File: src/rtl/cordic_pkg.sv
// Shared constants and types for the CORDIC vectoring datapath and its channel scheduler.
package cordic_pkg;

    localparam int DATA_W     = 16;
    localparam int ANGLE_W    = 18;
    localparam int CORDIC_LAT = 18;
    localparam int MAX_NCH    = 16;

    typedef logic [$clog2(MAX_NCH)-1:0] chan_tag_t;

    // Channel-tag width: at least one bit even for a two-channel build.
    function automatic int chan_w(input int nch);
        return (nch > 2) ? $clog2(nch) : 1;
    endfunction

endpackage

File: src/rtl/cordic_rr_scheduler_if.sv
// Per-channel sample handshake bundle between the IQ sources and the scheduler.
interface cordic_rr_scheduler_if #(parameter int NCH = 4);
    import cordic_pkg::*;

    logic [NCH-1:0]        s_valid;
    logic [NCH-1:0]        s_ready;
    logic [NCH*DATA_W-1:0] s_x_re;
    logic [NCH*DATA_W-1:0] s_x_im;

    modport master (output s_valid, output s_x_re, output s_x_im, input s_ready);
    modport slave  (input s_valid, input s_x_re, input s_x_im, output s_ready);

endinterface

File: src/rtl/rr_arbiter.sv
// Round-robin request search: first requester at or after ptr, wrapping modulo NCH.
module rr_arbiter #(
    parameter int NCH = 4,
    parameter int CW  = 2
) (
    input  logic [NCH-1:0] req,
    input  logic [CW-1:0]  ptr,
    output logic [NCH-1:0] grant,
    output logic [CW-1:0]  idx,
    output logic           any
);

    // Rotating priority search; the first hit freezes the result.
    always_comb begin : search
        int            cand;
        logic [CW-1:0] cidx;
        logic          hit;
        grant = '0;
        idx   = '0;
        any   = 1'b0;
        for (int k = 0; k < NCH; k++) begin
            cand         = int'(ptr) + k;
            cand         = (cand >= NCH) ? (cand - NCH) : cand;
            cidx         = CW'(cand);
            hit          = !any && req[cidx];
            grant[cidx]  = grant[cidx] | hit;
            idx          = hit ? cidx : idx;
            any          = any | hit;
        end
    end

endmodule

File: src/rtl/cordic_rr_scheduler.sv
// Shares one non-stallable CORDIC pipeline among NCH IQ channels: round-robin issue,
// a channel-tag pipe matching the CORDIC latency, and a downstream credit counter.
module cordic_rr_scheduler
    import cordic_pkg::*;
#(
    parameter  int NCH     = 4,
    parameter  int LAT     = CORDIC_LAT,
    parameter  int CREDITS = 8,
    localparam int CW      = chan_w(NCH),
    localparam int CRW     = $clog2(CREDITS + 1)
) (
    input  logic                     clk,
    input  logic                     reset,
    input  logic                     enable,
    cordic_rr_scheduler_if.slave     s,
    output logic signed [DATA_W-1:0] c_x_re,
    output logic signed [DATA_W-1:0] c_x_im,
    output logic                     c_valid,
    output logic [CW-1:0]            c_chan,
    output logic                     m_valid,
    output logic [CW-1:0]            m_chan,
    input  logic                     credit_ret,
    output logic [CRW-1:0]           credits,
    output logic                     busy,
    output logic                     err_credit
);

    localparam logic [CRW-1:0] CRED_FULL = CRW'(CREDITS);

    logic [CW-1:0]            ptr_r;
    logic [NCH-1:0]           grant_s;
    logic [CW-1:0]            win_s;
    logic                     any_s;
    logic                     hs_s;
    logic [CW-1:0]            ptr_nxt_s;
    logic [CRW-1:0]           credits_nxt_s;
    logic signed [DATA_W-1:0] sel_re_s;
    logic signed [DATA_W-1:0] sel_im_s;
    logic [LAT-1:0]           pv_r;
    logic [CW-1:0]            pc_r [LAT];

    rr_arbiter #(.NCH(NCH), .CW(CW)) u_arb (
        .req   (s.s_valid),
        .ptr   (ptr_r),
        .grant (grant_s),
        .idx   (win_s),
        .any   (any_s)
    );

    // Grant qualification, ready fan-out and winner data select.
    always_comb begin
        hs_s     = enable && (credits != '0) && any_s;
        sel_re_s = s.s_x_re[int'(win_s)*DATA_W +: DATA_W];
        sel_im_s = s.s_x_im[int'(win_s)*DATA_W +: DATA_W];
        if (hs_s) begin
            s.s_ready = grant_s;
        end else begin
            s.s_ready = '0;
        end
        if (int'(win_s) == NCH - 1) begin
            ptr_nxt_s = '0;
        end else begin
            ptr_nxt_s = win_s + CW'(1);
        end
    end

    // Next credit count; a simultaneous take and return cancel out.
    always_comb begin
        credits_nxt_s = credits;
        if (hs_s && !credit_ret) begin
            credits_nxt_s = credits - CRW'(1);
        end else if (!hs_s && credit_ret && (credits != CRED_FULL)) begin
            credits_nxt_s = credits + CRW'(1);
        end else begin
            credits_nxt_s = credits;
        end
    end

    // Issue registers and round-robin pointer.
    always_ff @(posedge clk or negedge reset) begin
        if (!reset) begin
            c_valid <= 1'b0;
            c_chan  <= '0;
            c_x_re  <= '0;
            c_x_im  <= '0;
            ptr_r   <= '0;
        end else begin
            c_valid <= hs_s;
            c_chan  <= hs_s ? win_s : '0;
            c_x_re  <= hs_s ? sel_re_s : '0;
            c_x_im  <= hs_s ? sel_im_s : '0;
            ptr_r   <= hs_s ? ptr_nxt_s : ptr_r;
        end
    end

    // Credit counter and sticky over-return flag.
    always_ff @(posedge clk or negedge reset) begin
        if (!reset) begin
            credits    <= CRED_FULL;
            err_credit <= 1'b0;
        end else begin
            credits <= credits_nxt_s;
            if (credit_ret && (credits == CRED_FULL)) begin
                err_credit <= 1'b1;
            end else begin
                err_credit <= err_credit;
            end
        end
    end

    // Tag pipe: shifts every cycle in lockstep with the CORDIC stages.
    always_ff @(posedge clk or negedge reset) begin
        if (!reset) begin
            pv_r <= '0;
            for (int i = 0; i < LAT; i++) begin
                pc_r[i] <= '0;
            end
        end else begin
            pv_r[0] <= c_valid;
            pc_r[0] <= c_chan;
            for (int i = 1; i < LAT; i++) begin
                pv_r[i] <= pv_r[i-1];
                pc_r[i] <= pc_r[i-1];
            end
        end
    end

    assign m_valid = pv_r[LAT-1];
    assign m_chan  = pc_r[LAT-1];
    assign busy    = (|pv_r) || (credits != CRED_FULL);

endmodule

File: src/flat_wrapper.sv
// flat-port wrapper written by rule: the top's interface ports become plain ports
module cordic_rr_scheduler_flat import cordic_pkg::*;
#(
    parameter  int NCH     = 4,
    parameter  int LAT     = CORDIC_LAT,
    parameter  int CREDITS = 8,
    localparam int CW      = chan_w(NCH),
    localparam int CRW     = $clog2(CREDITS + 1)
)
  (clk, reset, enable, c_x_re, c_x_im, c_valid, c_chan, m_valid, m_chan, credit_ret, credits, busy, err_credit, s_s_valid, s_s_x_re, s_s_x_im, s_s_ready);
  cordic_rr_scheduler_if #(.NCH(NCH)) s_i ();
  input  logic clk;
  input  logic reset;
  input  logic enable;
  output logic signed [DATA_W-1:0] c_x_re;
  output logic signed [DATA_W-1:0] c_x_im;
  output logic c_valid;
  output logic [CW-1:0] c_chan;
  output logic m_valid;
  output logic [CW-1:0] m_chan;
  input  logic credit_ret;
  output logic [CRW-1:0] credits;
  output logic busy;
  output logic err_credit;
  input wire logic [$bits(s_i.s_valid)-1:0] s_s_valid;
  input wire logic [$bits(s_i.s_x_re)-1:0] s_s_x_re;
  input wire logic [$bits(s_i.s_x_im)-1:0] s_s_x_im;
  output wire logic [$bits(s_i.s_ready)-1:0] s_s_ready;
  assign s_i.s_valid = s_s_valid;
  assign s_i.s_x_re = s_s_x_re;
  assign s_i.s_x_im = s_s_x_im;
  assign s_s_ready = s_i.s_ready;
  cordic_rr_scheduler #(.NCH(NCH), .LAT(LAT), .CREDITS(CREDITS)) u_core (.clk(clk), .reset(reset), .enable(enable), .s(s_i), .c_x_re(c_x_re), .c_x_im(c_x_im), .c_valid(c_valid), .c_chan(c_chan), .m_valid(m_valid), .m_chan(m_chan), .credit_ret(credit_ret), .credits(credits), .busy(busy), .err_credit(err_credit));
endmodule
File: config.mk
export PLATFORM = sky130hd
export DESIGN_NAME = cordic_rr_scheduler_flat
export DESIGN_NICKNAME = d
export VERILOG_FILES = /design/src/rtl/cordic_pkg.sv /design/src/rtl/cordic_rr_scheduler_if.sv /design/src/rtl/rr_arbiter.sv /design/src/rtl/cordic_rr_scheduler.sv /design/src/flat_wrapper.sv
export SDC_FILE = /design/constraint.sdc
export NUM_CORES = 1
export LEC_CHECK = 0
export BUFFER_PORTS_ARGS = -buffer_cell sky130_fd_sc_hd__buf_2
export CELL_PAD_IN_SITES_DETAIL_PLACEMENT = 0
export CELL_PAD_IN_SITES_GLOBAL_PLACEMENT = 1
export CORE_ASPECT_RATIO = 0.8
export CORE_MARGIN = 1.5
export CORE_UTILIZATION = 41
export DETAILED_ROUTE_END_ITERATION = 10
export PLACE_DENSITY_LB_ADDON = 0.1
export SYNTH_ARGS = -nofsm -noshare
export SYNTH_HDL_FRONTEND = slang
export SYNTH_HIERARCHICAL = 1
export SYNTH_SLANG_ARGS = --single-unit
File: constraint.sdc
create_clock -name clk -period 6.3 [get_ports clk]
set_clock_uncertainty 0.15 [all_clocks]
set_input_delay 0.315 -clock clk [delete_from_list [all_inputs] [get_ports clk]]
set_output_delay 0.315 -clock clk [all_outputs]
set_load 0.01 [all_outputs]
==> summary.txt, run 1 <==
Route
  – Initial detailed-routing violation count: 148
  – Residual antenna-violating net count after detailed routing: 0
  – Per-cell routed wire length: between 15 and 20 microns
  – Final routed wirelength across all metal layers: between 9000 and 10000 microns
  – Detailed Routing Iterations Pass 1: 4
  – Number of vias after detailed routing: 3173
  – Via-to-Cell Ratio: 5.037
  – Remaining routing DRC violations: 0

Synthesis
  – Cell area after technology mapping: 4499 sq um
  – Number of instances in the synthesized netlist: 309
  – Post-synthesis average cell area: 14.56 sq um
  – Part of the Yosys area used for sequential elements: between 50% and 60%
  – Top FF cell, synth: dfrtp_1
  – Mapped Nets: approximately 450
  – Synth Register Bits: 96
  – Synth cell types: 58
  – Number of warning messages in the yosys log: 6
  – Number of flops mapped to enable cells by yosys: 0
  – Fraction of registers with async set/reset: 100.0%

Finish
  – Fraction of final layout cells sized beyond drive strength 1: 53.06%
  – Ant. Diodes: 0
  – Leading cell type in the layout, fill and taps excluded: buf_2
  – Area growth from synthesis to layout: 28.00%
  – Filler Cell Count: 898
  – Sequential cell area: 2404 sq um
  – Commonest cells after routing, fill and taps aside: buf_2, dfrtp_1, and2_1, mux4_2, nand2_1
  – Share of the core filled with cells: 55.13%
  – Non-filler cells in the finished layout: 630
  – Final standard cell area without fillers: between 5000 and 6000 sq um
  – Area of combinational cells with multiple inputs: around 1900 sq um
  – Net count, final: about 630

Setup path
  – Register-to-Register Path Depth: 14
  – Worst r2r src: u_core/ptr_r[0]
  – Category of the critical setup timing path: reg2out
  – Setup slack on the worst flop-to-flop path: roughly 1.5 ns
  – Data arrival, critical path: 4.35 ns
  – Crit. End Element: primary output
  – Terminus of the critical flop-to-flop path: u_core/credits[2]
  – Worst Path Max Fanout: 44
  – Startpoint kind of the worst setup timing path: flip-flop
  – Required time of the worst setup path: between 5 and 6 ns

Global route
  – Maximum number of pins on one net before global-route repair: 86
  – Final global-route overflow total: 0
  – First-pass GRT wire length: around 17000 microns
  – Initial antenna violation count: 0
  – Vias in the first global route: 3273
  – Total Routing Usage GR: a little under a fifth

STA
  – Slew at the pin closest to its max-slew limit: 0.9917 ns
  – Max-slew headroom: 33.88%
  – Setup TNS Final: 0 ns
  – Number of failing setup endpoints in the final timing report: 0
  – Final slew viol count: 0
  – Part of the cycle the worst path needs: about three quarters
  – Maximum operating frequency: just over 200 MHz
  – Number of hold violations in the final report: 0
  – Post-route minimum period: just under 5 ns
  – Setup WS post-layout: 1.487 ns
  – Minimum hold slack: 0.1730 ns
  – Unrepaired setup endpoints after global routing: no

Place
  – Area of placed instances: 5477 sq um
  – DPL Wire Length: 7573 microns
  – Count of buffers from port buffering: between 150 and 200
  – Final weighted congestion in routability-driven placement: around 0.80
  – Cell Count Post-Placement: 613
  – Pre-CTS setup slack: 1.504 ns

Worst hold path
  – Path class of the lowest-slack min-delay path: in2reg
  – Hold Path Sink: u_core/credits[1]
  – WHS Path Cells: 2
  – Worst min-delay path startpoint: credit_ret

Job
  – # Max-Cap Violations: 0

Clock tree
  – Clock Path Buffers: 2
  – Worst-path clk slew: 0.06 ns
  – Clock Latency Late Sink: 0.34 ns
  – Master cell of the clock root buffer: clkbuf_16
  – Number of sinks on the clock net: 96
  – CTS tree: done
  – Buffers inserted by post-CTS timing repair: 0
  – Number of CTS-inserted buffers: 9
  – # H-tree levels: 3

Die
  – Die width: ~120 microns
  – Die Outline Area: 11620 sq um
  – Floorplan core area: 10450 sq um
  – Placement row count: 33
  – I/O pin total: 184
  – Initial cell density of the core: 43.07%
  – Vertical die dimension: 96.70 microns

Pwr
  – Reported leakage power: 2.775 nW
  – PwrDens: 526.4 nW/um^2
  – Worst supply voltage drop on vdd: roughly 200 uV
  – Power, Total: 3.032 mW

Status
  – Run status: finished clean
area by class of cell:
cell class                      count  area share, %
Clock buffer                       11          4.041
Sequential cell                    96          41.73
Clock inverter                      5         0.6952
Tap cell                          140          3.041
Multi-Input combinational cell    182          33.35
Timing Repair Buffer              187          16.51
Inverter                            9         0.6300
where the power goes:
part | switching (mW) | leakage, nW | internal [mW]
registers | 0.136 | 1.23 | 0.877
clock network | 0.223 | 0.128 | 0.271
logic | 0.762 | 1.42 | 0.762
total | 1.12 | 2.78 | 1.91
cell families after synthesis:
family / synth area share [%]
buf+inv: 4.477
mux: 20.47
flops: 53.42
simple gates: 12.01
xor+xnor: 0.7788
fa+ha+maj: 1.668
compound gates: 7.175
cell usage after synthesis (2+ instances only):
cell / number / share of area (%)
o21ai_0: 5 / 0.56
nor2b_1: 2 / 0.28
dfrtp_1: 95 / 53
inv_1: 8 / 0.67
mux2i_1: 5 / 1.1
buf_4: 7 / 1.2
nor4_1: 4 / 0.56
nand2_1: 12 / 1.0
o2111ai_2: 3 / 1.0
o21ai_1: 2 / 0.22
clkbuf_1: 3 / 0.25
and2_2: 3 / 0.50
nor2_1: 8 / 0.67
and2_1: 38 / 5.3
nand2b_1: 2 / 0.28
a311oi_1: 2 / 0.39
mux4_2: 36 / 18
o211ai_1: 2 / 0.33
a21oi_1: 5 / 0.56
clkbuf_8: 4 / 1.2
nor3_1: 5 / 0.56
a211oi_1: 2 / 0.33
nand3_1: 2 / 0.22
buf_2: 7 / 0.78
a21oi_2: 2 / 0.39
a31oi_1: 3 / 0.42
ha_1: 6 / 1.7
xnor2_1: 2 / 0.39
xor2_1: 2 / 0.39
nand4_1: 4 / 0.56
sequential cells by signal, indices dropped and copies added (netlist names):
name               count
u_core/c_chan          2
u_core/c_x_re         16
u_core/pv_r           18
u_core/pc_r           34
u_core/credits         4
u_core/c_x_im         16
u_core/err_credit      1
u_core/m_chan          2
u_core/c_valid         1
u_core/ptr_r           2
layer usage:
layer  share of wire, %  vias to the layer above  wire [microns]  GRT usage, %
met3                7.0                       12             693         6.368
met4                1.6                        0             164         5.769
met1                 40                     1562            4020         22.38
met2                 51                      104            5074         30.95
met5                  0                        -               0             0
li1                   -                     1495               -             -
critical path, cell delays in order (launching register included):
cell	delay, ns
dfrtp_1	0.95
inv_1	0.24
ha_1	0.67
mux4_2	0.46
nor3_1	0.49
nand2b_1	0.12
nand2_1	0.15
or2_1	0.33
inv_4	0.22
and2_1	0.23
buf_2	0.14
how the worst max path moves through the flow:
| stage | start | end | depth (start not counted) |
|---|---|---|---|
| 2_1_floorplan | u_core/ptr_r[0] | u_core/c_x_im[10] | 12 |
| 3_3_place_gp | u_core/ptr_r[0] | u_core/credits[2] | 14 |
| 4_1_cts | u_core/ptr_r[0] | s_s_ready[0] | 10 |
| 3_5_place_dp | u_core/ptr_r[0] | u_core/credits[2] | 14 |
| 5_1_grt | u_core/ptr_r[0] | s_s_ready[2] | 10 |
| 6_report | u_core/ptr_r[0] | s_s_ready[0] | 10 |
what timing repair did:
item | CTS | global route
hold buffers | 1 | 0
hold endpoints to repair | 11 | 0
setup endpoints to repair | 0 | 0
gates resized for setup | 0 | 0
No activity file was read; power rests on OpenSTA's default activity.
==> inputs of run 2 (changes only) <==
CORE_UTILIZATION = 38   (was 41)
clock period = 4.6 ns   (was 6.3 ns; I/O delays follow)
==> run 2 against run 1 <==
- final cell count grew 1.6%
- global-route usage shrank 0.51 points
- first-iteration DRC count shrank 18%
- sequential share of layout area shrank 0.46 points
- clock power grew 46%
- register-to-register slack lost 0.95 ns
- combinational power grew 44%
- via count grew 1.7%
==> summary.txt, run 2 (synthesized netlist as in run 1, its figures left out) <==
Status
  – Run status: finished clean (unchanged)

Pwr
  – Reported leakage power: 2.809 nW (was 2.775 nW)
  – Fraction of power consumed by combinational cells: 51.4% (was 50.3%)
  – PwrDens: 730.9 nW/um^2 (was 526.4 nW/um^2)
  – Worst supply voltage drop on vdd: 244.9 uV (was 204.2 uV)
  – Relative contribution of the clock network to total power: 17.0% (was 16.3%)
  – Power dissipated by switching net loads: 1.595 mW (was 1.121 mW)
  – Power, Total: 4.256 mW (was 3.032 mW)
  – Switching fraction of total power: 37.48% (was 36.98%)
  – P_int: 2.661 mW (was 1.910 mW)
  – Sequential power share: 31.6% (was 33.4%)

Worst hold path
  – Path class of the lowest-slack min-delay path: in2reg (unchanged)

STA
  – Final slew viol count: 0 (unchanged)
  – Maximum operating frequency: 239.8 MHz
  – Unrepaired setup endpoints after global routing: no (unchanged)
  – Number of failing setup endpoints in the final timing report: 0 (unchanged)
  – Number of hold violations in the final report: 0 (unchanged)
  – Slew at the pin closest to its max-slew limit: 0.8623 ns (was 0.9917 ns)
  – Setup TNS Final: 0 ns (unchanged)
  – Max-slew headroom: 42.30% (was 33.88%)
  – Part of the cycle the worst path needs: between 90% and 100%
  – Post-route minimum period: around 4.2 ns

Setup path
  – Required time of the worst setup path: 4.22 ns (was 5.83 ns)
  – Data arrival, critical path: 3.79 ns (was 4.35 ns)
  – Crit. End Element: primary output (unchanged)
  – Worst Path Max Fanout: 14 (was 44)
  – Category of the critical setup timing path: reg2out (unchanged)
  – Startpoint kind of the worst setup timing path: flip-flop (unchanged)

Global route
  – First-pass GRT wire length: 17230 microns (was 16540 microns)
  – Initial antenna violation count: 2 (was 0)
  – Maximum number of pins on one net before global-route repair: 55 (was 86)
  – Total Routing Usage GR: 17.93% (was 18.44%)
  – Vias in the first global route: 3333 (was 3273)
  – Final global-route overflow total: 0 (unchanged)

Route
  – Initial detailed-routing violation count: 122 (was 148)
  – Number of vias after detailed routing: 3227 (was 3173)
  – Remaining routing DRC violations: 0 (unchanged)
  – Per-cell routed wire length: 16.92 microns (was 15.80 microns)
  – Detailed Routing Iterations Pass 1: 5 (was 4)
  – Residual antenna-violating net count after detailed routing: 0 (unchanged)
  – Via-to-Cell Ratio: 5.042 (was 5.037)
  – Final routed wirelength across all metal layers: 10830 microns (was 9952 microns)

Clock tree
  – Master cell of the clock root buffer: clkbuf_16 (unchanged)
  – Worst-path clk slew: 0.07 ns (was 0.06 ns)
  – Number of CTS-inserted buffers: 9 (unchanged)
  – Hold-fix buffers, CTS: 1 (unchanged)
  – Buffers inserted by post-CTS timing repair: 0 (unchanged)
  – # H-tree levels: 3 (unchanged)
  – Number of gates given a new drive strength after cts: 0 (unchanged)
  – Clock Path Buffers: 2 (unchanged)
  – CTS tree: done (unchanged)
  – Clock Latency Late Sink: 0.34 ns (about the same)
  – Number of sinks on the clock net: 96 (unchanged)

Die
  – Die width: 124.7 microns (was 120.1 microns)
  – Placement row count: 35 (was 33)
  – Die Outline Area: 12510 sq um (was 11620 sq um)
  – Initial cell density of the core: 39.07% (was 43.07%)
  – I/O pin total: 184 (unchanged)
  – Vertical die dimension: 100.3 microns (was 96.70 microns)
  – Floorplan core area: 11520 sq um (was 10450 sq um)

Finish
  – Most flop-heavy register: u_core/pc_r (unchanged)
  – Ant. Diodes: 0 (unchanged)
  – Filler Cell Count: 1054 (was 898)
  – Net count, final: 629 (was 627)
  – Fraction of final layout cells sized beyond drive strength 1: 53.66% (was 53.06%)
  – Share of the core filled with cells: 50.56% (was 55.13%)
  – Final standard cell area without fillers: 5823 sq um (was 5759 sq um)
  – Area growth from synthesis to layout: 29.42% (was 28.00%)
  – Number of flip-flops under the largest register name: 34 (unchanged)
  – Leading cell type in the layout, fill and taps excluded: buf_2 (unchanged)
  – Largest registers ranked by flip-flop count: u_core/pc_r x34, u_core/pv_r x18 (unchanged)
  – Commonest cells after routing, fill and taps aside: buf_2, dfrtp_1, and2_1, mux4_2, nand2_1 (unchanged)

Place
  – Final weighted congestion in routability-driven placement: 0.7914 (was 0.7950)
  – Area of placed instances: 5514 sq um (was 5477 sq um)
  – DPL Wire Length: 8159 microns (was 7573 microns)
  – Count of buffers from port buffering: 183 (unchanged)

Job
  – # Max-Cap Violations: 0 (unchanged)
run 2: layout make-up:
class                           count  area [sq um]  share of cell area, %
Sequential cell                    96          2404                  41.28
Multi-Input combinational cell    182          1921                  32.98
Timing Repair Buffer              189         978.4                  16.80
Clock buffer                        9         225.2                  3.868
Tap cell                          148         185.2                  3.180
Clock inverter                      7         73.82                  1.268
Inverter                            9         36.28                 0.6231
run 2: power by group through the flow:
stage	sequential [mW]	clock, mW	combinational (mW)
CTS	1.35	0.749	2.22
global route	1.39	0.783	2.41
floorplan	1.40	0	1.63
global placement	1.36	0	2.19
finish	1.35	0.724	2.19
detailed placement	1.36	0	2.22
run 2: path summary, 6_finish.rpt:
kind / from / endpoint / slack, ns / cells after the start
min in group asynchronous: reset / u_core/credits[2] / 0.26 / 2
worst min-delay path: credit_ret / u_core/credits[1] / 0.07 / 2
worst max-delay path: u_core/ptr_r[1] / s_s_ready[0] / 0.43 / 11
max in group asynchronous: reset / u_core/c_x_re[2] / 2.97 / 3
worst max register to register: u_core/ptr_r[1] / u_core/credits[2] / 0.58 / 14
worst min register to register: u_core/pc_r[23] / u_core/pc_r[21] / 0.20 / 0
run 2: through the flow:
stage | setup WS (ns) | hold slack, ns | instances
floorplan | 1.078 | -0.2156 | 309
global placement | 0.6979 | 0.08642 | 623
detailed placement | 0.5678 | 0.09383 | 623
CTS | 0.4596 | 0.05479 | 640
global route | 0.1478 | 0.08649 | 640
finish | 0.4294 | 0.06911 | 640
run 2: critical path, cell delays in order, from the launching register on:
cell       delay (ns)
dfrtp_1          0.57
inv_1            0.12
ha_1             0.66
mux4_2           0.47
or3b_4           0.45
o2111ai_2        0.14
nand2_4          0.11
o2111ai_2        0.27
o31ai_2          0.13
a211oi_2         0.24
and2_1           0.15
buf_2            0.14
run 2: metal layers:
metal | GRT usage [%] | up-vias | wire [microns]
met5 | 0 | - | 13
met4 | 5.836 | 2 | 143
met3 | 7.729 | 14 | 963
met2 | 28.44 | 108 | 5132
met1 | 22.34 | 1598 | 4573
li1 | - | 1505 | -
==> inputs of run 3 (changes only) <==
SETUP_SLACK_MARGIN = 0.5   (was default)
==> run 3 against run 2 <==
- die area did not move
- power increased by 0.18%
- design area increased by 0.11%
- final cell count unchanged
- highest routed layer unchanged
==> summary.txt, run 3 (synthesized netlist as in run 1, its figures left out) <==
Setup path
  – Startpoint kind of the worst setup timing path: flip-flop (unchanged)
  – Worst path cell trace: inv_1 > ha_2 > mux4_2 > or3b_4 > o2111ai_2 > nand2_4 > o2111ai_2 > o31ai_2 > a211oi_2 > and2_1 > buf_2 (was inv_1 > ha_1 > mux4_2 > or3b_4 > o2111ai_2 > nand2_4 > o2111ai_2 > o31ai_2 > a211oi_2 > and2_1 > buf_2)
  – Top cell by count, worst path: o2111ai_2 (unchanged)
  – Required time of the worst setup path: 4.22 ns (about the same)
  – Worst Path Max Fanout: 14 (unchanged)
  – Data arrival, critical path: 3.50 ns (was 3.79 ns)
  – Cell family with most CP delay: compound AO/OA/AOI/OAI gates (unchanged)
  – Buf/Inv on CP: 2 (unchanged)
  – Category of the critical setup timing path: reg2out (unchanged)
  – Critical Path Slowest Stage Cell: ha_2 (was ha_1)
  – Crit. End Element: primary output (unchanged)
  – Maximum cell stage delay along the critical path: 0.53 ns (was 0.66 ns)

Route
  – Via-to-Cell Ratio: 5.042 (unchanged)
  – Number of vias after detailed routing: 3227 (unchanged)
  – Final routed wirelength across all metal layers: 10850 microns (was 10830 microns)
  – Residual antenna-violating net count after detailed routing: 0 (unchanged)
  – Initial detailed-routing violation count: 124 (was 122)
  – Routed length on met1: 4525 microns (was 4573 microns)
  – Met3 Wirelength: 1028 microns (was 963 microns)
  – Detailed Routing Iterations Pass 1: 4 (was 5)
  – Remaining routing DRC violations: 0 (unchanged)
  – Routed wl met2: 5135 microns (was 5132 microns)
  – Per-cell routed wire length: 16.95 microns (was 16.92 microns)
  – Topmost layer with routed signal wires: met5 (unchanged)

STA
  – Number of hold violations in the final report: 0 (unchanged)
  – Max-slew headroom: 42.37% (was 42.30%)
  – Unrepaired setup endpoints after global routing: no (unchanged)
  – Setup TNS Final: 0 ns (unchanged)
  – Slew at the pin closest to its max-slew limit: 0.8612 ns (was 0.8623 ns)
  – Post-route minimum period: 3.884 ns (was 4.171 ns)
  – Part of the cycle the worst path needs: 84.42% (was 90.67%)
  – Maximum operating frequency: 257.5 MHz (was 239.8 MHz)
  – Final slew viol count: 0 (unchanged)
  – Minimum hold slack: 0.07810 ns (was 0.06911 ns)
  – Number of failing setup endpoints in the final timing report: 0 (unchanged)

Worst hold path
  – Path class of the lowest-slack min-delay path: in2reg (unchanged)

Pwr
  – PwrDens: 731.5 nW/um^2 (was 730.9 nW/um^2)
  – Power, Total: 4.264 mW (was 4.256 mW)
  – Worst supply voltage drop on vdd: 243.9 uV (was 244.9 uV)
  – Reported leakage power: 2.807 nW (was 2.809 nW)

Die
  – Die width: 124.7 microns (unchanged)
  – Floorplan core area: 11520 sq um (unchanged)
  – Initial cell density of the core: 39.07% (unchanged)
  – Vertical die dimension: 100.3 microns (unchanged)
  – I/O pin total: 184 (unchanged)
  – Die Outline Area: 12510 sq um (unchanged)
  – Placement row count: 35 (unchanged)

Finish
  – Number of flip-flops under the largest register name: 34 (unchanged)
  – Most flop-heavy register: u_core/pc_r (unchanged)
  – Largest registers ranked by flip-flop count: u_core/pc_r x34, u_core/pv_r x18 (unchanged)
  – Ant. Diodes: 0 (unchanged)
  – Fraction of final layout cells sized beyond drive strength 1: 54.27% (was 53.66%)
  – Non-filler cells in the finished layout: 640 (unchanged)
  – Area growth from synthesis to layout: 29.56% (was 29.42%)
  – Net count, final: 629 (unchanged)
  – Commonest cells after routing, fill and taps aside: buf_2, dfrtp_1, and2_1, mux4_2, nand2_1 (unchanged)
  – Share of the core filled with cells: 50.61% (was 50.56%)
  – Leading cell type in the layout, fill and taps excluded: buf_2 (unchanged)

Global route
  – Total Routing Usage GR: 17.93% (unchanged)
  – Maximum number of pins on one net before global-route repair: 55 (unchanged)
  – Final global-route overflow total: 0 (unchanged)
  – First-pass GRT wire length: 17220 microns (was 17230 microns)
  – Initial antenna violation count: 2 (unchanged)
  – Vias in the first global route: 3328 (was 3333)

Clock tree
  – Master cell of the clock root buffer: clkbuf_16 (unchanged)
  – Worst-path clk slew: 0.07 ns (about the same)
  – Clock Latency Late Sink: 0.34 ns (about the same)
  – Number of CTS-inserted buffers: 9 (unchanged)
  – CTS tree: done (unchanged)
  – # H-tree levels: 3 (unchanged)
  – Clock Path Buffers: 2 (unchanged)
  – Number of sinks on the clock net: 96 (unchanged)
  – Buffers inserted by post-CTS timing repair: 0 (unchanged)

Place
  – DPL Wire Length: 8159 microns (unchanged)
  – Cell Count Post-Placement: 623 (unchanged)
  – Final weighted congestion in routability-driven placement: 0.7914 (unchanged)
  – Count of buffers from port buffering: 183 (unchanged)

Job
  – # Max-Cap Violations: 0 (unchanged)

Status
  – Run status: finished clean (unchanged)
-- run 3: cell counts in the layout (fill, tap and decap cells not counted) --
Identical to the previous run, type by type.
-- run 3: through the flow --
stage               setup slack, ns  cell area, sq um
finish                       0.7165              5829
global route                 0.5412              5829
CTS                          0.5969              5826
detailed placement           0.5678              5514
global placement             0.6979              5514
floorplan                     1.078              4499
-- run 3: per-layer routing --
layer / global-route usage [%] / up-vias
met5: 0 / -
met4: 5.836 / 2
met3: 7.729 / 15
met2: 28.40 / 120
met1: 22.38 / 1588
li1: - / 1502
-- run 3: timing repair --
item	CTS	global route
endpoints found under the hold margin	41	0
resized for setup	1	2
hold buffers	1	0
endpoints found under the setup margin	1	6
-- run 3: cell type report --
class | instances | area [sq um]
multi-input cells | 182 | 1926
inverters | 9 | 36.28
well taps | 148 | 185.2
flip-flops and latches | 96 | 2405
clock buffers | 9 | 225.2
clock inverters | 7 | 73.82
repair buffers | 189 | 978.4
fillers | 1052 | 5688
-- run 3: path summary, 6_finish.rpt --
path                                 startpoint                 to  slack [ns]  depth (start not counted)
max in group asynchronous                 reset   u_core/c_x_re[2]        2.96                          3
min in group asynchronous                 reset  u_core/credits[2]        0.26                          2
worst min-delay path                 credit_ret  u_core/credits[1]        0.08                          2
worst max-delay path            u_core/ptr_r[1]       s_s_ready[0]        0.72                         11
worst min register to register  u_core/pc_r[23]    u_core/pc_r[21]        0.20                          0
worst max register to register  u_core/ptr_r[1]   u_core/c_x_re[9]        0.94                         11
-- run 3: report_power, final --
group | internal (mW) | switching [mW] | total [mW] | leakage (nW)
clock | 0.384 | 0.341 | 0.725 | 0.147
sequential | 1.20 | 0.144 | 1.35 | 1.23
combinational | 1.08 | 1.11 | 2.19 | 1.43
-- run 3: worst reg2reg max path, stage by stage (launching register included) --
cell	delay, ns
dfrtp_2	0.48
inv_1	0.09
ha_2	0.53
mux4_2	0.43
nor3_1	0.27
buf_4	0.18
and2_2	0.17
nor2_1	0.07
a31oi_4	0.14
buf_4	0.43
mux4_2	0.43
and2_1	0.17
